File: config.mk
export PLATFORM = sky130hd
export DESIGN_NAME = serial_adder
export DESIGN_NICKNAME = d
export VERILOG_FILES = /design/src/rtl/arith_pkg.sv /design/src/rtl/fulladd_cell.sv /design/src/rtl/serial_adder.sv
export SDC_FILE = /design/constraint.sdc
export NUM_CORES = 1
export LEC_CHECK = 0
export ABC_AREA = 1
export CAP_MARGIN = 20
export CORE_ASPECT_RATIO = 0.6
export CORE_MARGIN = 2
export CORE_UTILIZATION = 35
export CTS_CLUSTER_DIAMETER = 50
export DETAILED_ROUTE_END_ITERATION = 10
export GPL_TIMING_DRIVEN = 1
export PLACE_DENSITY = 0.58
export SETUP_SLACK_MARGIN = 0.2
export SLEW_MARGIN = 20
export SYNTH_ARGS = -nofsm -noshare
export SYNTH_HDL_FRONTEND = slang
export SYNTH_HIERARCHICAL = 1
export SYNTH_SLANG_ARGS = --single-unit
File: constraint.sdc
create_clock -name clk -period 1 [get_ports clk]
set_input_delay 0.15 -clock clk [delete_from_list [all_inputs] [get_ports clk]]
set_output_delay 0.15 -clock clk [all_outputs]
set_load 0.05 [all_outputs]
File: src/rtl/arith_pkg.sv
// arith_pkg: shared state encodings and counter sizing for bit-serial arithmetic
package arith_pkg;
  typedef enum logic [1:0] {ST_IDLE = 2'd0, ST_SHIFT = 2'd1, ST_DONE = 2'd2} state_t;
  function automatic int cnt_w(input int w);
    return (w <= 2) ? 1 : $clog2(w);
  endfunction
endpackage

File: src/rtl/fulladd_cell.sv
// fulladd_cell: one-bit combinational full adder
// ports: a, b, cin -> s (sum), cout (carry)
module fulladd_cell (
  input  logic a,
  input  logic b,
  input  logic cin,
  output logic s,
  output logic cout
);
  assign s    = a ^ b ^ cin;
  assign cout = (a & b) | (a & cin) | (b & cin);
endmodule

File: src/rtl/serial_adder.sv
// serial_adder: bit-serial LSB-first adder, {cout,S} = a + b + cin over WIDTH cycles
// ports: clk, rst (sync, active-high), start, a, b, cin in; S, cout, busy, done out (all registered)
module serial_adder
  import arith_pkg::*;
#(
  parameter int WIDTH = 4
) (
  input  logic             clk,
  input  logic             rst,
  input  logic             start,
  input  logic [WIDTH-1:0] a,
  input  logic [WIDTH-1:0] b,
  input  logic             cin,
  output logic [WIDTH-1:0] S,
  output logic             cout,
  output logic             busy,
  output logic             done
);
  localparam int CW = cnt_w(WIDTH);
  state_t           state_q, state_d;
  logic [WIDTH-1:0] a_q, a_d, b_q, b_d, s_q, s_d;
  logic [CW-1:0]    cnt_q, cnt_d;
  logic             carry_q, carry_d, cout_q, cout_d, busy_q, done_q;
  logic             sum, c_nxt, accept, shift, last;
  fulladd_cell u_fa (.a(a_q[0]), .b(b_q[0]), .cin(carry_q), .s(sum), .cout(c_nxt));
  assign accept = (state_q == ST_IDLE) && start;
  assign shift  = (state_q == ST_SHIFT);
  assign last   = (cnt_q == CW'(WIDTH - 1));
  always_comb begin
    // encoding 3 and DONE both fall back to IDLE
    state_d = accept ? ST_SHIFT : shift ? (last ? ST_DONE : ST_SHIFT) : ST_IDLE;
    a_d     = accept ? a : shift ? a_q >> 1 : a_q;
    b_d     = accept ? b : shift ? b_q >> 1 : b_q;
    carry_d = accept ? cin : shift ? c_nxt : carry_q;
    cnt_d   = accept ? '0 : shift ? cnt_q + 1'b1 : cnt_q;
    // sum bits enter at the MSB so the result is LSB-aligned after WIDTH shifts
    s_d     = accept ? '0 : shift ? {sum, s_q[WIDTH-1:1]} : s_q;
    cout_d  = accept ? 1'b0 : (shift && last) ? c_nxt : cout_q;
  end
  always_ff @(posedge clk) begin
    if (rst) begin
      state_q <= ST_IDLE;
      a_q     <= '0;
      b_q     <= '0;
      s_q     <= '0;
      cnt_q   <= '0;
      carry_q <= 1'b0;
      cout_q  <= 1'b0;
      busy_q  <= 1'b0;
      done_q  <= 1'b0;
    end else begin
      state_q <= state_d;
      a_q     <= a_d;
      b_q     <= b_d;
      s_q     <= s_d;
      cnt_q   <= cnt_d;
      carry_q <= carry_d;
      cout_q  <= cout_d;
      busy_q  <= (state_d == ST_SHIFT);
      done_q  <= (state_d == ST_DONE);
    end
  end
  assign S    = s_q;
  assign cout = cout_q;
  assign busy = busy_q;
  assign done = done_q;
endmodule
==> results.md <==
| Result | Value | Unit |
| --- | --- | --- |
| Global routing's busiest layer | met1 | - |
| First-iteration detailed-routing DRC count | 24 | - |
| Area grow syn2layout | 82.3 | % |
| Clock transition at path regs | 0.08 | ns |
| Clock insertion delay at the later pin of the skew report | 0.26 | ns |
| Fraction of layout cells with a size suffix above 1 | 45.8 | % |
| Via count of the first global-routing pass | 824 | - |
| H-tree levels | 1 | - |
| Pre-antenna DRT Iters | 4 | - |
| Count of input and output buffers | 18 | - |
| Slew margin rel. | 79.3 | % |
| Share of the yosys chip area belonging to registers | 46.4 | % |
| Number of fill cells | 172 | - |
| Placed Instances | 171 | - |
| Tcrit/Tclk final | 112 | % |
| Number of buffers on the longest clock path | 2 | - |
| Static leakage power | 0.639 | nW |
| DRC Markers | 0 | - |
| Wire per inst | 12.6 | um |
| Result of the run | complete, but fails checks | - |
| Final cell count without fillers | 183 | - |
| Commonest non-fill, non-tap cell in the layout | nand2_1 | - |
| Overall power of the completed layout | 0.00216 | W |
| Post-DRT Antenna Nets | 0 | - |
| Final worst-path setup slack | -0.118 | ns |
| Fin. Hold Viols | 0 | - |
| Cell Rows | 13 | - |
| Overall via count from detail_route | 866 | - |
| Top post-synthesis cells by area | dfxtp_1 46%, nand2_1 9.6%, a21oi_1 8.7%, nor2_1 8.3%, nand3_1 5.8% | - |
| Cell type with the highest aggregate area in the netlist | dfxtp_1 | - |
| Net switching component of the power | 0.000536 | W |
| Crit path buffers/inverters | 0 | - |
| Area of the die | 2890 | um^2 |
| Initial antenna violation count | 0 | - |
| Final TNS setup | -0.586 | ns |
| Number of clock sinks | 20 | - |
| Final setup violation count | 14 | - |
| Height of the chip | 42.5 | um |
| Top cell type's share of synthesized area | 46.4 | % |
| Fmax | 894 | MHz |
| Clock Skew | 0.00668 | ns |
| Share of power burned in registers | 40.5 | % |
| Post-detailed-route via-to-cell ratio | 4.73 | - |
| Worst EP arrival | 1.31 | ns |
| Synthesized instance count | 116 | - |
| Synth Net Count | 130 | - |
| Effective utilization at floorplan | 38.5 | % |
| Synth unique cells | 17 | - |
| Category of the worst setup path launch point | register | - |
| Global placement routability congestion | 0.760 | - |
| Maximum number of pins on one net before global-route repair | 15 | - |
| Half-perimeter wire length of the detailed placement result | 1430 | um |
| Kind of cell adding the most delay to the critical path | adder cells | - |
| Number of synthesis warnings | 6 | - |
| Failing checks | negative setup slack | - |
| Register bit count reported by yosys | 20 | - |
| Combinational share of power | 22.4 | % |
| Max-capacitance violation count | 0 | - |
| Chip Width | 68.1 | um |
| Part of the power in the clock network | 37.2 | % |
| CP max FO | 2 | - |
| Type of the most critical hold path | in -> reg | - |
| Final critical path time including I/O delays and setup | 1.12 | ns |
| Cell with the largest stage delay on the worst path | fa_2 | - |
| Total Routed Length | 2310 | um |
| Met3 track utilization from global routing | 6.45 | % |
| Total core area | 2240 | um^2 |
| Wire length of the first global-routing pass | 3790 | um |
| Internal portion of total power | 0.00162 | W |
| Required time at the worst-slack endpoint | 1.19 | ns |
| Pwr/cell area | 1370 | nW/um^2 |
| Clock buffer count from CTS | 3 | - |
| Antenna diodes | 0 | - |
| Most frequent cells in the layout | 16 x nand2_1, 15 x nor2_1, 10 x dfxtp_1, 10 x clkdlybuf4s50_1 | - |
| Residual overflow from global routing | 0 | - |
| Final max-slew violation count | 0 | - |
| Slew at the pin closest to its max-slew limit | 0.311 | ns |
| GRT Util Overall | 18.1 | % |
| RSZ-0062 raised after global routing | true | - |
| Cell at the root of the clock tree | clkbuf_8 | - |
| Largest stage delay on the critical path | 0.56 | ns |
| Top-level port count | 19 | - |
| CTS tree | done | - |
| Category of the worst setup path capture point | register | - |
| Mean area per synthesized cell | 7.44 | um^2 |
| Nets@finish | 168 | - |
| Switch share | 24.9 | % |
| Met2 track utilization from global routing | 25.2 | % |
| Met1 Usage GRT | 26.0 | % |
| Worst ir drop on vdd | 811 | uV |
| Area of the mapped netlist | 863 | um^2 |
| Critical path class | reg -> reg | - |
| Cell-by-cell trace of the critical path | fa_2 > nand2_1 > a21oi_1 | - |
==> per-layer routing <==
metal,wire [um],share of wire [%],vias up
met5,0,0,-
met4,22,0.95,0
met3,129,5.6,2
met2,1010,44,17
met1,1150,50,398
li1,-,-,449
==> per-stage QoR <==
stage               hold slack (ns)  instance area, um^2  setup slack [ns]  util [%]
floorplan                     0.215                  892           -0.0579         -
global placement              0.456                 1240            -0.320      55.4
detailed placement            0.465                 1240            -0.318      55.4
CTS                           0.455                 1500            -0.112      66.7
global route                  0.463                 1570            -0.158      70.1
finish                        0.455                 1570            -0.118      70.1
==> tightest hold or removal path, stage by stage <==
cell and delay [ns]:
clkdlybuf4s50_1 0.40, nand2_1 0.08, a21oi_2 0.05
==> power groups by stage <==
stage	logic [W]	registers [W]	clock network (W)
after floorplan	0.000174	0.000903	0
after global placement	0.000340	0.000888	0
after detailed placement	0.000344	0.000889	0
after CTS	0.000441	0.000870	0.000816
after global routing	0.000527	0.000879	0.000862
final	0.000482	0.000872	0.000801
==> flip-flops by register name, summed over array words and instances (netlist names) <==
name / count
b_q: 4
cnt_q: 2
a_q: 4
cout: 1
S: 4
busy: 1
state_q: 2
carry_q: 1
done: 1
==> repair_timing <==
| item | CTS | global route |
|---|---|---|
| hold endpoints to repair | 0 | 0 |
| gates cloned | 2 | 0 |
| setup endpoints to repair | 27 | 27 |
| resized for setup | 25 | 22 |
| hold buffers | 0 | 0 |
| buffers inserted | 6 | 0 |
| pin swaps | 9 | 11 |
==> Yosys cell counts, drive strengths merged <==
library cell  number
nand2             24
dfxtp             20
nor2              20
a21oi             15
inv               10
nand3             10
o21ai              8
buf                4
o21a               2
fa                 1
ha                 1
xor2               1
==> worst paths after layout <==
path                                 end  slack [ns]     start  cells after the start
worst min-delay path              a_q[3]        0.46      a[3]                      3
worst min register to register  cnt_q[1]        0.48  cnt_q[1]                      2
worst max register to register      S[3]       -0.12    a_q[0]                      3
worst max-delay path                S[3]       -0.12    a_q[0]                      3
==> area by class of cell <==
| class | count | area [um^2] | share of cell area [%] |
|---|---|---|---|
| clock buffers | 3 | 41.3 | 2.62 |
| clock inverters | 1 | 30.0 | 1.91 |
| inverters | 10 | 50.0 | 3.18 |
| multi-input cells | 83 | 546 | 34.7 |
| flip-flops and latches | 20 | 418 | 26.6 |
| well taps | 30 | 37.5 | 2.38 |
| repair buffers | 36 | 452 | 28.7 |
==> logic make-up after synthesis <==
group / Yosys count / share of synthesized area [%]
flops: 20 / 46.4
buf+inv: 14 / 7.53
xor+xnor: 1 / 1.01
fa+ha+maj: 2 / 3.77
simple gates: 54 / 25.8
compound gates: 25 / 15.5
(Power assumes the default switching activity.)
